`src/rtl/ram_wb.sv`:
```
// Two-entry posted write buffer in front of the data-memory words RAM0..RAM7 and the IO64 output port.
// Writes commit in order one edge after acceptance at the earliest; HOLD freezes commits but not acceptance.
module ram_wb (
  input  logic        CLK_WB,
  input  logic        RESET,
  input  logic        WE,
  input  logic [7:0]  RAM_AD_IN,
  input  logic [15:0] RAM_DATA_IN,
  input  logic        HOLD,
  output logic        WB_READY,
  output logic [1:0]  PENDING,
  output logic [15:0] RAM0,
  output logic [15:0] RAM1,
  output logic [15:0] RAM2,
  output logic [15:0] RAM3,
  output logic [15:0] RAM4,
  output logic [15:0] RAM5,
  output logic [15:0] RAM6,
  output logic [15:0] RAM7,
  output logic [15:0] IO64_OUT,
  output logic        WR_ERR
);

  logic [7:0]  ad_q  [2];
  logic [15:0] dat_q [2];
  logic        wr_ptr_q;
  logic        rd_ptr_q;
  logic [1:0]  cnt_q;
  logic [1:0]  cnt_d;
  logic [15:0] ram_q [8];
  logic [15:0] io64_q;
  logic        err_q;

  logic        accept;
  logic        commit;
  logic [7:0]  head_ad;
  logic [15:0] head_dat;

  // Readiness depends only on the occupancy register, never on WE or HOLD.
  assign WB_READY = (cnt_q != 2'd2);
  assign accept   = WE && WB_READY;
  assign commit   = (cnt_q != 2'd0) && !HOLD;
  assign head_ad  = ad_q[rd_ptr_q];
  assign head_dat = dat_q[rd_ptr_q];

  always_comb begin
    cnt_d = cnt_q;
    if (accept && !commit) cnt_d = cnt_q + 2'd1;
    if (commit && !accept) cnt_d = cnt_q - 2'd1;
  end

  always_ff @(posedge CLK_WB) begin
    if (RESET) begin
      for (int i = 0; i < 8; i++) ram_q[i] <= 16'h0000;
      for (int i = 0; i < 2; i++) begin
        ad_q[i]  <= 8'h00;
        dat_q[i] <= 16'h0000;
      end
      io64_q   <= 16'h0000;
      wr_ptr_q <= 1'b0;
      rd_ptr_q <= 1'b0;
      cnt_q    <= 2'd0;
      err_q    <= 1'b0;
    end else begin
      err_q <= 1'b0;
      if (commit) begin
        rd_ptr_q <= ~rd_ptr_q;
        if (head_ad[7:3] == 5'h00) ram_q[head_ad[2:0]] <= head_dat;
        else if (head_ad == 8'h40) io64_q <= head_dat;
        else err_q <= 1'b1;
      end
      if (accept) begin
        ad_q[wr_ptr_q]  <= RAM_AD_IN;
        dat_q[wr_ptr_q] <= RAM_DATA_IN;
        wr_ptr_q        <= ~wr_ptr_q;
      end
      cnt_q <= cnt_d;
    end
  end

  assign PENDING  = cnt_q;
  assign RAM0     = ram_q[0];
  assign RAM1     = ram_q[1];
  assign RAM2     = ram_q[2];
  assign RAM3     = ram_q[3];
  assign RAM4     = ram_q[4];
  assign RAM5     = ram_q[5];
  assign RAM6     = ram_q[6];
  assign RAM7     = ram_q[7];
  assign IO64_OUT = io64_q;
  assign WR_ERR   = err_q;

endmodule

```
`config.mk`:
```
export PLATFORM = sky130hd
export DESIGN_NAME = ram_wb
export DESIGN_NICKNAME = d
export VERILOG_FILES = /design/src/rtl/ram_wb.sv
export SDC_FILE = /design/constraint.sdc
export NUM_CORES = 1
export LEC_CHECK = 0
export BUFFER_PORTS_ARGS = -buffer_cell sky130_fd_sc_hd__buf_2
export CORE_MARGIN = 2
export CORE_UTILIZATION = 40
export CTS_CLUSTER_DIAMETER = 40
export DETAILED_ROUTE_END_ITERATION = 16
export MAX_ROUTING_LAYER = met4
export PLACE_DENSITY = 0.73
export SYNTH_ARGS = -nofsm -noshare
export SYNTH_HDL_FRONTEND = slang
export SYNTH_SLANG_ARGS = --single-unit
```
`constraint.sdc`:
```
create_clock -name CLK_WB -period 2.25 [get_ports CLK_WB]
set_input_delay 0.225 -clock CLK_WB [delete_from_list [all_inputs] [get_ports CLK_WB]]
set_output_delay 0.225 -clock CLK_WB [all_outputs]
set_load 0.005 [all_outputs]
```
# Yosys cells after proc, flatten, opt, wreduce, memory -nomap -nowiden
# Memory sizes are Yosys's and may differ from the RTL's. A register that Yosys moved wholly into a read port is not among the register bits.
# Index checks and enable logic that the tools add are counted.
[classes]
n_addsub = 2
eq_ne = 2
muxes = 25
bitwise = 4
n_reduce_logical = 15
[op_table]
columns = ["operator", "count"]
rows = [
  ["$mux W16", 2],
  ["$reduce_or A16 Y1", 2],
  ["$mux W1", 19],
  ["$eq A8 B7 Y1 const B", 1],
  ["$mux W8", 1],
  ["$reduce_or A8 Y1", 1],
  ["$logic_not A5 Y1", 1],
  ["$logic_and A1 B1 Y1", 4],
  ["$mux W2", 2],
  ["$not A1 Y1", 4],
  ["$reduce_bool A2 Y1", 2],
  ["$logic_not A1 Y1", 3],
  ["$mux W3", 1],
  ["$reduce_and A3 Y1", 1],
  ["$reduce_or A3 Y1", 1],
  ["$add A2 B1 Y2 const B", 1],
  ["$ne A2 B2 Y1 const B", 1],
  ["$sub A2 B1 Y2 const B", 1],
]
[word_totals]
regBits = 21
ramBits = 176
in_bits = 28
output_inout_bits = 148
elab_cells = 56
memories = 3
[mem_list]
columns = ["name", "depth", "word_bits", "read_ports", "rd_clocked_by_memory_dff", "wr", "line", "rtl"]
rows = [
  ["ram_q", 8, 16, 8, 0, 8, "30", "logic [15:0] ram_q [8];"],
  ["dat_q", 2, 16, 1, 1, 2, "25", "logic [15:0] dat_q [2];"],
  ["ad_q", 2, 8, 1, 1, 2, "24", "logic [7:0] ad_q [2];"],
]

# Depth between registers and ports, before layout
[depth]
word_depth = 7
ltp_mapped = 7
ltp_nobuf = 6

# Worst setup path before layout
# Ideal clock, no wire load.
[synth_path]
kind = "reg2reg"
start = "register cnt_q[0], in the netlist PENDING[0]"
end = "memory ad_q[0][0], enable pin"
setup_time_ps = 410
arrival_ps = 1919
t_required_ps = 1840
path_slack_ps = -79
stages_incl_launch_ff = 4
n_path_buf = 0
synth_period_minus_slack_ps = 2329
path_cell_list = "dfxtp_1 -> nand2b_1 -> nand2_1 -> o21bai_1"
[synth_lines]
columns = ["element", "line", "rtl"]
rows = [
  ["start: declaration", "28", "logic [1:0] cnt_q;"],
  ["start signal: assignment", "77", "cnt_q <= cnt_d;"],
  ["end: declaration", "24", ""],
]

==> results.json <==
{
  "drc": 0,
  "post_cts_resize_count": 0,
  "ys_types": 41,
  "antenna_found_initial": 0,
  "min_period_ps": 2007,
  "htree_levels": 4,
  "die_w_um": 141.3,
  "async_flop_share": 0,
  "setup.worst_path.class": "reg2reg",
  "post-route-period-util": 0.8922,
  "finClkSkew_ps": 9.121,
  "port_buffers": 175,
  "yosysSeqAreaShare": 0.7595,
  "ctsHoldBuffers": 0,
  "gr-total-overflow": 0,
  "p_int_uw": 6685,
  "clock_path_buffers": 2,
  "grt_max_degree": 25,
  "routabilityCongestion": 0.8233,
  "clkLatencyLatePin_ps": 440,
  "netlist_area_mm2": 0.007538,
  "num_vias": 4764,
  "switching_power_uw": 2582,
  "yosysWarnings": 0,
  "ir_drop_mv": 0.5157,
  "top_usage_layer": "met2",
  "syn_inst": 508,
  "synth_seq_cells": 198,
  "nets": 752,
  "numCtsBuffers": 17,
  "clkPwrFrac": 0.335,
  "rsz0062_at_grt": "false",
  "cts_root_buffer": "clkbuf_16",
  "grt_pass1_vias": 4537,
  "combinationalPowerShare": 0.186,
  "grtUsageTotal": 0.1893,
  "post-dp-hpwl_um": 12340,
  "ioPinCount": 176,
  "post-cts-setup-buffers": 0,
  "wire_per_inst_um": 18.58,
  "path_clk_slew_ps": 70,
  "cts_tree": "built",
  "drv_cap": 0,
  "slew_headroom": 0.6479,
  "fin_ws_ps": 242.6,
  "crit_required_ps": 2590,
  "startpoint_type": "register",
  "hold_viol_final": 0,
  "maxSlewViolCount": 0,
  "cp_max_fo": 16,
  "cellLeakagePower_uw": 0.003792,
  "status": "finished, final reports clean",
  "synth_area_per_cell_um2": 14.84,
  "drive_gt1_frac": 0.3777,
  "use_met1": 0.2388,
  "setup_tns_ps": 0,
  "clock-sinks": 198,
  "synth_flop_cell": "edfxtp_1",
  "final_antenna_net_count": 0,
  "hp-class": "in2reg",
  "rows": 50,
  "worstMarginPinSlew_ps": 517.9,
  "die_area_mm2": 0.01996,
  "cp.arrival_ps": 2350,
  "switching_share": 0.2786,
  "met2_usage": 0.2999,
  "synth_edf_count": 176,
  "via_per_inst": 4.911,
  "fmax_mhz": 498.2,
  "syn-num-nets": 537,
  "areaGrowthSynthToFinish_pct": 26.56,
  "grt_util_met3": 0.04387,
  "p_per_area_mw_per_mm2": 971.3,
  "wl_um": 18020,
  "final_core_util": 0.5135,
  "core_mm2": 0.01858,
  "antenna_cells": 0,
  "crit_path_end_kind": "register",
  "drtIter0Drc": 275,
  "die_h_um": 141.3,
  "setup_viol": 0,
  "grt_pass1_wl_um": 26590,
  "first_pass_iters": 5,
  "initial_core_util": 0.4057,
  "place_ws_ps": 285.0,
  "p_seq_frac": 0.478
}
cells in the mapped netlist (2+ instances only):
| library cell | count | area share |
|---|---|---|
| edfxtp_1 | 176 | 0.70 |
| nor2_1 | 134 | 0.067 |
| and2_1 | 49 | 0.041 |
| dfxtp_1 | 22 | 0.058 |
| a21oi_1 | 17 | 0.011 |
| mux2i_1 | 17 | 0.023 |
| a211oi_2 | 10 | 0.017 |
| nand2b_1 | 10 | 0.0083 |
| clkbuf_1 | 9 | 0.0045 |
| a211oi_1 | 7 | 0.0070 |
| buf_6 | 7 | 0.010 |
| nand3_1 | 6 | 0.0040 |
| buf_2 | 5 | 0.0033 |
| nand4_1 | 4 | 0.0033 |
| nor3_1 | 3 | 0.0020 |
| xor2_1 | 3 | 0.0035 |
| inv_1 | 2 | 0.0010 |
| mux2_2 | 2 | 0.0030 |
| nand2_1 | 2 | 0.0010 |
| o21ai_0 | 2 | 0.0013 |
kinds of logic after synthesis:
group                    share of synthesized area
buffers and inverters                      0.02423
AO/OA/AOI/OAI                              0.04647
flip-flops                                  0.7595
adder cells (fa/ha/maj)                   0.001659
XOR/XNOR                                  0.004648
multiplexers                               0.02556
AND/OR/NAND/NOR                             0.1379
registers in the layout, summed over array words and instances (netlist names), named ones only:
register,count
PENDING,2
dat_q,32
ad_q,16
WR_ERR,1
IO64_OUT,16
ram_q,128
rd_ptr_q,1
wr_ptr_q,1
cells in the final DEF, fill, tap and decap left out, drive strengths merged, types with 3 or more instances in the layout:
cell type,instances
a211oi,18
edfxtp,176
clkinvlp,4
nand4,4
xor2,3
buf,220
clkinv,4
nor2,134
nor3,4
inv,5
nand2b,10
and2,49
mux2i,17
bufinv,3
clkbuf,18
dfxtp,22
nand3,6
a21oi,17
per-stage QoR:
| step | instance area [um2] | hold WS, ps | cells | power [uW] |
|---|---|---|---|---|
| final | 9540 | 71.80 | 970 | 9266 |
| after global routing | 9540 | 63.35 | 970 | 9599 |
| after CTS | 9540 | 53.40 | 970 | 9352 |
| after detailed placement | 8935 | 498.4 | 938 | 6268 |
| after global placement | 8935 | 485.0 | 938 | 6245 |
| after floorplan | 7542 | 423.2 | 508 | 5371 |
worst max-delay path, cell delays in order, from the launching register on:
cell and delay (ps):
dfxtp_1 360, buf_4 170, or4_4 550, a211oi_4 260, buf_4 250, a21oi_1 90
a211oi_1 230
path summary, 6_finish.rpt:
path / start / to / slack [ps] / cells past startpoint
worst max-delay path: register / IO64_OUT[9] / 240 / 6
worst min-delay path: RAM_DATA_IN[15] / dat_q[0][15] / 70 / 2
worst max register to register: register / IO64_OUT[9] / 240 / 6
worst min register to register: IO64_OUT[8] / IO64_OUT[8] / 510 / 2
metal layers:
layer,part of all wire,vias up
li1,-,2245
met2,0.50,171
met1,0.42,2322
met5,0,-
met3,0.058,26
met4,0.020,0
final cells by class:
cell class | count | area (um2)
clock buffers | 18 | 429.2
inverters | 2 | 7.507
well taps | 234 | 292.8
clock inverters | 14 | 176.4
repair buffers | 220 | 1251
flip-flops and latches | 198 | 5725
fillers | 1567 | 9040
multi-input cells | 284 | 1658
power by group through the flow:
stage | Sequential [uW] | Combinational (uW) | Clock, uW
finish | 4430 | 1730 | 3110
global route | 4460 | 1850 | 3290
CTS | 4430 | 1760 | 3160
detailed placement | 4510 | 1750 | 0
global placement | 4510 | 1740 | 0
floorplan | 4490 | 882 | 0
Note: power is estimated with default switching activity, not from simulation.
